$ cat config.mk
export PLATFORM = sky130hd
export DESIGN_NAME = exe_mem_stage_reg
export DESIGN_NICKNAME = d
export VERILOG_FILES = /design/src/rtl/exe_mem_stage_reg.sv
export SDC_FILE = /design/constraint.sdc
export NUM_CORES = 1
export LEC_CHECK = 0
export ABC_AREA = 1
export CORE_ASPECT_RATIO = 2
export CORE_MARGIN = 5
export CORE_UTILIZATION = 26
export CTS_CLUSTER_SIZE = 20
export DETAILED_ROUTE_END_ITERATION = 10
export PLACE_DENSITY = 0.59
export SYNTH_ARGS = -nofsm -noshare
export SYNTH_HDL_FRONTEND = slang
export SYNTH_SLANG_ARGS = --single-unit
$ cat constraint.sdc
create_clock -name clk -period 1.8 [get_ports clk]
set_clock_uncertainty 0.15 [all_clocks]
set_input_delay 0.54 -clock clk [delete_from_list [all_inputs] [get_ports clk]]
set_output_delay 0.54 -clock clk [all_outputs]
set_load 0.02 [all_outputs]
$ cat src/rtl/exe_mem_stage_reg.sv
// ---------------------------------------------------------------------------
// exe_mem_stage_reg
//
// EXE->MEM pipeline register with an attached CPSR-style status register.
// Sits directly behind the ALU. Each rising edge it captures the ALU result,
// store data, destination index and control bits. On S-bit instructions it
// also updates the {N,Z,C,V} flags. The registered carry goes back to the ALU
// through c_out. It also counts the instructions accepted into MEM.
//
// Parameters
//   DW     data/address width
//   RW     register-file index width
//   CNT_W  retired-instruction counter width
//
// Ports
//   clk, rst          clock and synchronous active-high reset
//   freeze            hold every register (stage stall)
//   kill              squash the current EXE instruction (bubble)
//   valid_in          EXE holds a real instruction
//   wb_en_in, mem_r_en_in, mem_w_en_in   control bits to forward
//   s_in, cv_upd_in   flag-update request / C,V valid for this op
//   alu_res_in, sr_in, st_val_in, dest_in   datapath values
//   valid_out, wb_en_out, mem_r_en_out, mem_w_en_out   gated control
//   alu_res_out, st_val_out, dest_out       registered datapath
//   status_reg        architectural flags {N,Z,C,V}
//   c_out             registered carry flag for the ALU
//   retired_cnt       count of accepted instructions (wraps)
//
// Every output comes straight from a flop. There is no combinational
// path from any input to any output.
// ---------------------------------------------------------------------------
module exe_mem_stage_reg #(
   parameter int DW    = 32,
   parameter int RW    = 4,
   parameter int CNT_W = 32
) (
   input  logic             clk,
   input  logic             rst,
   input  logic             freeze,
   input  logic             kill,
   input  logic             valid_in,
   input  logic             wb_en_in,
   input  logic             mem_r_en_in,
   input  logic             mem_w_en_in,
   input  logic             s_in,
   input  logic             cv_upd_in,
   input  logic [DW-1:0]    alu_res_in,
   input  logic [3:0]       sr_in,
   input  logic [DW-1:0]    st_val_in,
   input  logic [RW-1:0]    dest_in,
   output logic             valid_out,
   output logic             wb_en_out,
   output logic             mem_r_en_out,
   output logic             mem_w_en_out,
   output logic [DW-1:0]    alu_res_out,
   output logic [DW-1:0]    st_val_out,
   output logic [RW-1:0]    dest_out,
   output logic [3:0]       status_reg,
   output logic             c_out,
   output logic [CNT_W-1:0] retired_cnt
);

   logic       accept_s;
   logic [3:0] status_next_s;

   // Decide whether the instruction enters MEM, and compute the next flag value
   always_comb begin
      accept_s      = valid_in & ~kill & ~freeze;
      status_next_s = status_reg;
      if (accept_s && s_in) begin
         if (cv_upd_in) begin
            status_next_s = sr_in;
         end else begin
            // Logic/MOV ops update only N and Z. C and V keep their architectural values.
            status_next_s = {sr_in[3], sr_in[2], status_reg[1], status_reg[0]};
         end
      end else begin
         status_next_s = status_reg;
      end
   end

   // Pipeline, status and counter registers: rst > freeze > normal (kill folded into accept)
   always_ff @(posedge clk) begin
      if (rst) begin
         valid_out    <= 1'b0;
         wb_en_out    <= 1'b0;
         mem_r_en_out <= 1'b0;
         mem_w_en_out <= 1'b0;
         alu_res_out  <= {DW{1'b0}};
         st_val_out   <= {DW{1'b0}};
         dest_out     <= {RW{1'b0}};
         status_reg   <= 4'b0000;
         c_out        <= 1'b0;
         retired_cnt  <= {CNT_W{1'b0}};
      end else if (freeze) begin
         valid_out    <= valid_out;
         wb_en_out    <= wb_en_out;
         mem_r_en_out <= mem_r_en_out;
         mem_w_en_out <= mem_w_en_out;
         alu_res_out  <= alu_res_out;
         st_val_out   <= st_val_out;
         dest_out     <= dest_out;
         status_reg   <= status_reg;
         c_out        <= c_out;
         retired_cnt  <= retired_cnt;
      end else begin
         // Datapath fields are captured every cycle. They are don't-care in a bubble.
         alu_res_out  <= alu_res_in;
         st_val_out   <= st_val_in;
         dest_out     <= dest_in;
         valid_out    <= accept_s;
         wb_en_out    <= wb_en_in & accept_s;
         // A simultaneous load and store is illegal. Both bits are passed through unchanged.
         mem_r_en_out <= mem_r_en_in & accept_s;
         mem_w_en_out <= mem_w_en_in & accept_s;
         status_reg   <= status_next_s;
         // c_out is a separate copy of the carry flop. It always equals status_reg[1].
         c_out        <= status_next_s[1];
         if (accept_s) begin
            retired_cnt <= retired_cnt + {{(CNT_W-1){1'b0}}, 1'b1};
         end else begin
            retired_cnt <= retired_cnt;
         end
      end
   end

endmodule

Yosys cells after proc, flatten, opt, wreduce, memory -nomap -nowiden
Index checks and enable logic that the tools add are counted.
{"block": "totals", "regBits": 108, "output_inout_bits": 109, "inputBits": 82}
{"block": "op_classes", "n_reduce_logical": 4, "bitwise": 7, "add_sub_neg": 1}
{"cell": "$add 32x1->32 const B", "count": 1}
{"cell": "$and 1x1->1", "count": 5}
{"cell": "$reduce_and 2->1", "count": 2}
{"cell": "$reduce_and 3->1", "count": 1}
{"cell": "$not 1->1", "count": 2}
{"cell": "$logic_and 1x1->1", "count": 1}

Logic depth before layout (Yosys ltp)
Gate-level depths: netlist (run 1).
{"block": "depth", "word_depth": 5, "ltp_mapped": 10, "mapped_depth_nobuf": 10}

Worst setup path before layout (run 1)
No wires, ideal clock.
{"block": "synth_timing", "path_type": "reg2reg", "startpoint": "register retired_cnt[0]", "endpoint": "register retired_cnt[28]", "stages_incl_launch_ff": 9, "arrival_time_ns": 1.373, "path_slack_ns": 0.150, "setup_ns": 0.128, "n_path_buf": 0, "t_required_ns": 1.522, "synth_period_minus_slack_ns": 1.650, "path_cell_list": "dfxtp_1 > ha_1 > inv_1 > nor2_1 > nand3_4 > nor2_8 > nand4_1 > nand2_1 > nor2_1"}
{"block": "synth_via", "elab_chain_len": 1}
{"item": "start, declared", "line_no": "60", "rtl": "output logic [CNT_W-1:0] retired_cnt"}
{"item": "start signal, assigned", "line_no": "94", "rtl": "retired_cnt <= {CNT_W{1'b0}};"}
{"item": "start signal, assigned", "line_no": "105", "rtl": "retired_cnt <= retired_cnt;"}
{"item": "start signal, assigned", "line_no": "120", "rtl": "retired_cnt <= retired_cnt + {{(CNT_W-1){1'b0}}, 1'b1};"}
{"item": "$add 32x1->32", "line_no": "120"}
Every way passes these cells.
A chain may end at the register's enable or synchronous reset.

Worst setup path after layout (run 1)
{"block": "layout_timing", "startpoint": "register retired_cnt[7]", "endpoint": "output retired_cnt[7]"}
No word-level cell between the ends.

==> results of run 1 <==
## power groups by stage
| stage | clock, mW | sequential (mW) | combinational, mW |
|---|---|---|---|
| after floorplan | 0 | 2.75 | 0.211 |
| after detailed placement | 0 | 2.61 | 0.850 |
| after global placement | 0 | 2.61 | 0.847 |
| final | 2.12 | 2.55 | 0.763 |
| after global routing | 2.30 | 2.56 | 0.841 |
| after CTS | 2.22 | 2.55 | 0.777 |
## metrics by stage
step                setup WS (ps)  TNS [ps]
floorplan                     150         0
global placement             -334     -8520
detailed placement           -358     -9600
CTS                          3.19         0
global route                0.313         0
finish                       53.2         0
## layout make-up
type                            instances  area (sq um)  share of cell area (%)
Clock buffer                           12           246                    3.48
Clock inverter                          4          72.6                    1.03
Inverter                               39           149                    2.10
Multi-Input combinational cell        443          2020                    28.6
Sequential cell                       108          2160                    30.6
Tap cell                              207           259                    3.66
Timing Repair Buffer                  234          2160                    30.6
## worst paths after layout
kind | start | to | slack [ps] | cells after the start
worst max-delay path | retired_cnt[7]$_SDFFE_PP0P_ | retired_cnt[7] | 50 | 1
worst min-delay path | status_reg[0]$_SDFFE_PP0P_ | status_reg[0]$_SDFFE_PP0P_ | 310 | 2
worst max register to register | retired_cnt[0]$_SDFFE_PP0P_ | retired_cnt[24]$_SDFFE_PP0P_ | 160 | 9
worst min register to register | status_reg[0]$_SDFFE_PP0P_ | status_reg[0]$_SDFFE_PP0P_ | 310 | 2
## layer usage
layer,GRT usage [%],part of all wire (%),up-vias
met5,0,0,-
met4,7.01,4.0,0
met3,3.52,6.0,26
met2,30.1,55,140
met1,15.6,35,2079
li1,-,-,2379
## placed cells by master (no fill, tap or decap), types with 4 or more instances in the layout
cell             synthesis  routed
buf_4                    1      39
nor2_2                   7       7
nand4_1                 11      11
clkdlybuf4s50_1          0      78
nand2_2                  4       4
xor2_1                   4       4
inv_2                    8       8
inv_1                   30      29
nor2_1                 200     199
dlygate4sd2_1            0      98
nand3_1                 22      22
dfxtp_1                108     108
nand2_1                 88      87
buf_12                   0       5
clkdlybuf4s15_1          0       7
o21ai_0                 75      75
a21oi_1                 14      14
clkbuf_16                0       9
nor2_4                   4       5
## repair_timing
item	4_1_cts	5_1_grt
endpoints found under the setup margin	109	29
hold buffers	0	0
pin swaps	0	3
setup buffers	0	1
gates resized for setup	117	14
## logic make-up (layout without fill, tap and decap cells)
logic type	count (synthesis)	in the layout	share of synthesized area, %
flops	108	108	48.8
xor+xnor	5	5	0.988
fa+ha+maj	1	1	0.282
simple gates	345	345	33.5
buf+inv	66	289	5.96
compound gates	92	92	10.5
==> impl_metrics.py, run 1 <==
metrics = {
    "power_and_ir_drop": {
        "p_sw_mw": 1.31,
        "p_per_area_nw_per_um2": 768,
        "intPower_mw": 4.12,
        "swShare_pct": 24.2,
        "power.leakage_nw": 3.26,
        "peakVddDrop_v": 0.000511,
        "pwr-share-comb_pct": 14.0,
        "power_frac_seq_pct": 46.9,
        "total_power_mw": 5.43,
        "clkPwrFrac_pct": 39.0,
    },
    "global_routing": {
        "track_usage_pct": 15.8,
        "grt_max_degree": 42,
        "grt_pass1_vias": 4539,
        "gr-total-overflow": 0,
        "antenna_found_initial": 0,
        "grt_pass1_wl_um": 24300,
    },
    "outcome": {
        "status": "complete, no violations",
    },
    "yosys": {
        "yosysTopAreaCell": "dfxtp_1",
        "post-synth-top-area-fraction_pct": 48.8,
        "synth_flop_cell": "dfxtp_1",
        "netlist_instances": 617,
        "synthDistinctLibCells": 29,
        "yosys-top-cells-area": "dfxtp_1 (49%), nor2_1 (17%), o21ai_0 (8.5%)",
        "syn-num-nets": 700,
        "synthArstFlopShare_pct": 0,
        "netlist_area_sq_um": 4430,
        "synth_common_cells": "nor2_1 (200), dfxtp_1 (108), nand2_1 (88), o21ai_0 (75), inv_1 (30)",
        "ys_ff_latch": 108,
        "avgSynthCellArea_sq_um": 7.18,
        "yosys_warnings": 0,
        "synth_edf_count": 0,
        "yosysSeqAreaShare_pct": 48.8,
        "synth.most_common_cell": "nor2_1",
    },
    "drt": {
        "vias": 4624,
        "first_pass_iters": 4,
        "vias_per_cell": 4.42,
        "drtIter0Drc": 133,
        "finalWirelength_um": 15600,
        "wl_per_cell_um": 14.9,
        "route.detailed.drc": 0,
        "ant_nets": 0,
    },
    "sta": {
        "relSlewSlack_pct": 75.6,
        "setup_viol": 0,
        "whs_ps": 311,
        "slew_viol_final": 0,
        "hold_viol_final": 0,
        "period_share_pct": 97.0,
        "worstMarginPinSlew_ps": 367,
        "rsz0062_at_grt": "no",
        "min_period_ps": 1750,
        "fmax_mhz": 572,
    },
    "cts": {
        "clk_pin_slew_ps": 70,
        "cts_buffers": 9,
        "cts_tree": "built",
        "cts_sinks": 108,
        "htreeDepth": 3,
        "worstSkewPairLatency_ps": 340,
        "cts_root_buf": "clkbuf_16",
        "clk_path_buf_depth": 2,
    },
    "floorplanning": {
        "die_x_um": 102,
        "rows": 67,
        "die_area_sq_um": 19900,
        "start_util_pct": 26.4,
        "core_area_sq_um": 16800,
        "die_h_um": 195,
        "io_pins": 191,
    },
    "cells_and_area": {
        "top_regs": "alu_res_out: 32 flops, retired_cnt: 32 flops, st_val_out: 32 flops",
        "stdcell_count": 1047,
        "antenna_cells": 0,
        "utilization_pct": 42.2,
        "nFillCells": 1782,
        "drive_above_1_share_pct": 11.2,
        "finalInstanceArea_sq_um": 7070,
        "syn2layout_area_growth_pct": 59.6,
        "nets": 918,
    },
    "placed_design": {
        "dp_cells": 1030,
        "dpl_cell_area_sq_um": 6860,
        "io_buffer_count": 190,
        "dp_hpwl_um": 12000,
        "gp_congestion": 0.827,
    },
    "flow_run": {
        "maxCapViolations": 0,
    },
    "setup_path": {
        "cp_max_fo": 4,
        "crit_chain": "clkdlybuf4s15_1",
        "worstSetupEndpointType": "output port",
        "cp-start-kind": "register",
        "cp_slowest_cell": "dfxtp_1",
        "required_ps": 1110,
        "crit_type": "reg2out",
        "cp_top_family": "flip-flops",
        "path_buf_inv": 1,
        "crit_arrival_ps": 1060,
        "critPathMaxStageDelay_ps": 390,
    },
    "hold_path": {
        "worstHoldPathType": "reg2reg",
    },
}
No activity file was read; power rests on OpenSTA's default activity.
==> run 2, diff against run 1 <==
- RECOVER_POWER: default -> 50
==> run 2 against run 1 <==
Compared with the run above: routed wire length shrank 0.12%; largest power group unchanged; critical endpoint unchanged; clock power is essentially flat; utilization shrank 0.10 points.
==> impl_metrics.py, run 2 (synthesis results as in run 1) <==
metrics = {
    "outcome": {
        "status": "complete, no violations",
    },
    "cells_and_area": {
        "stdcell_count": 1047,
        "utilization_pct": 42.1,
        "layout_commonest_cell": "nor2_1",
        "top_regs": "alu_res_out: 32 flops, retired_cnt: 32 flops, st_val_out: 32 flops",
        "drive_above_1_share_pct": 10.5,
        "nets": 918,
        "layout_common_cells": "nor2_1 (200), dfxtp_1 (108), dlygate4sd2_1 (98)",
        "seqCellArea_sq_um": 2160,
        "multi_input_area_sq_um": 2010,
        "syn2layout_area_growth_pct": 59.2,
        "antenna_cells": 0,
        "nFillCells": 1787,
    },
    "cts": {
        "clk_pin_slew_ps": 70,
        "cts_root_buf": "clkbuf_16",
        "hold_buffers": 0,
        "htreeDepth": 3,
        "worstSkewPairLatency_ps": 340,
        "clk_path_buf_depth": 2,
        "cts_buffers": 9,
        "cts_tree": "built",
        "cts_sinks": 108,
    },
    "drt": {
        "ant_nets": 0,
        "wl_per_cell_um": 14.8,
        "finalWirelength_um": 15500,
        "first_pass_iters": 4,
        "vias": 4602,
        "drtIter0Drc": 141,
        "route.detailed.drc": 0,
        "vias_per_cell": 4.40,
    },
    "power_and_ir_drop": {
        "p_sw_mw": 1.32,
        "power.leakage_nw": 3.26,
        "total_power_mw": 5.43,
        "pwr-share-comb_pct": 14.0,
        "peakVddDrop_v": 0.000525,
        "swShare_pct": 24.2,
        "clkPwrFrac_pct": 39.1,
        "p_per_area_nw_per_um2": 770,
        "power_frac_seq_pct": 46.9,
        "intPower_mw": 4.12,
    },
    "global_routing": {
        "grt_pass1_vias": 4539,
        "grt_pass1_wl_um": 24300,
        "grt_max_degree": 42,
        "track_usage_pct": 15.8,
        "antenna_found_initial": 0,
        "gr-total-overflow": 0,
    },
    "floorplanning": {
        "start_util_pct": 26.4,
        "io_pins": 191,
        "core_area_sq_um": 16800,
        "die_area_sq_um": 19900,
        "rows": 67,
        "die_h_um": 195,
        "die_x_um": 102,
    },
    "flow_run": {
        "maxCapViolations": 0,
    },
    "setup_path": {
        "critPathMaxStageDelay_ps": 390,
        "crit_chain": "clkdlybuf4s15_1",
        "cp_top_family": "flip-flops",
        "cp-start-kind": "register",
        "path_buf_inv": 1,
        "cp_slowest_cell": "dfxtp_1",
        "crit_arrival_ps": 1060,
        "required_ps": 1110,
        "cp_max_fo": 4,
        "crit_type": "reg2out",
        "worstSetupEndpointType": "output port",
    },
    "sta": {
        "period_share_pct": 97.1,
        "relSlewSlack_pct": 75.7,
        "fmax_mhz": 572,
        "slew_viol_final": 0,
        "setup_viol": 0,
        "min_period_ps": 1750,
        "hold_viol_final": 0,
        "worstMarginPinSlew_ps": 365,
        "rsz0062_at_grt": "no",
    },
    "placed_design": {
        "dp_hpwl_um": 12000,
        "io_buffer_count": 190,
        "dp_cells": 1030,
        "gp_congestion": 0.827,
    },
    "hold_path": {
        "worstHoldPathType": "reg2reg",
    },
}
[run 2: cell type report]
class | count | share of cell area [%]
clock buffer | 12 | 3.49
clock inverter | 4 | 1.03
inverter | 39 | 2.07
multi-input combinational | 443 | 28.5
sequential | 108 | 30.6
tap | 207 | 3.67
timing repair buffer | 234 | 30.6
[run 2: path summary, 6_finish.rpt]
check / start / end / slack, ps / cells after the start
setup / recovery: retired_cnt[7]$_SDFFE_PP0P_ / retired_cnt[7] / 50 / 1
hold / removal: status_reg[0]$_SDFFE_PP0P_ / status_reg[0]$_SDFFE_PP0P_ / 310 / 2
setup reg to reg: retired_cnt[15]$_SDFFE_PP0P_ / retired_cnt[27]$_SDFFE_PP0P_ / 170 / 10
hold reg to reg: status_reg[0]$_SDFFE_PP0P_ / status_reg[0]$_SDFFE_PP0P_ / 310 / 2
[run 2: power groups by stage]
stage / Clock [mW] / Sequential [mW] / Combinational (mW)
final: 2.12 / 2.55 / 0.759
after global routing: 2.30 / 2.56 / 0.836
after CTS: 2.22 / 2.55 / 0.777
after detailed placement: 0 / 2.61 / 0.850
after global placement: 0 / 2.61 / 0.847
after floorplan: 0 / 2.75 / 0.211
[run 2: metrics by stage]
step	setup TNS (ps)	setup slack [ps]	instance area, sq um	hold slack [ps]
finish	0	52.7	7060	313
global route	0	0.314	7060	349
CTS	0	3.19	7050	317
detailed placement	-9600	-358	6860	309
global placement	-8520	-334	6860	306
floorplan	0	150	4430	386
[run 2: routing by layer]
metal  vias up  wire [um]  share of wire, %  GRT usage, %
met4         0        616               4.0          7.01
met1      2067       5540                36          15.6
met2       132       8480                55          30.1
met3        26        917               5.9          3.52
met5         -          0                 0             0
li1       2377          -                 -             -
[run 2: timing repair]
action                                  in CTS  in global routing
setup buffers                                0                  1
resized for setup                          117                 14
pin swaps                                    0                  3
endpoints found under the setup margin     109                 29
[run 2: worst reg2reg max path: stages, from the launching register on]
cell	delay [ps]
dfxtp_1	350
buf_4	130
nand2_1	150
inv_2	90
nand2_2	80
nor2_2	190
nand3_1	100
nor2_1	150
nand2_1	70
nand2_1	60
nor2_1	40
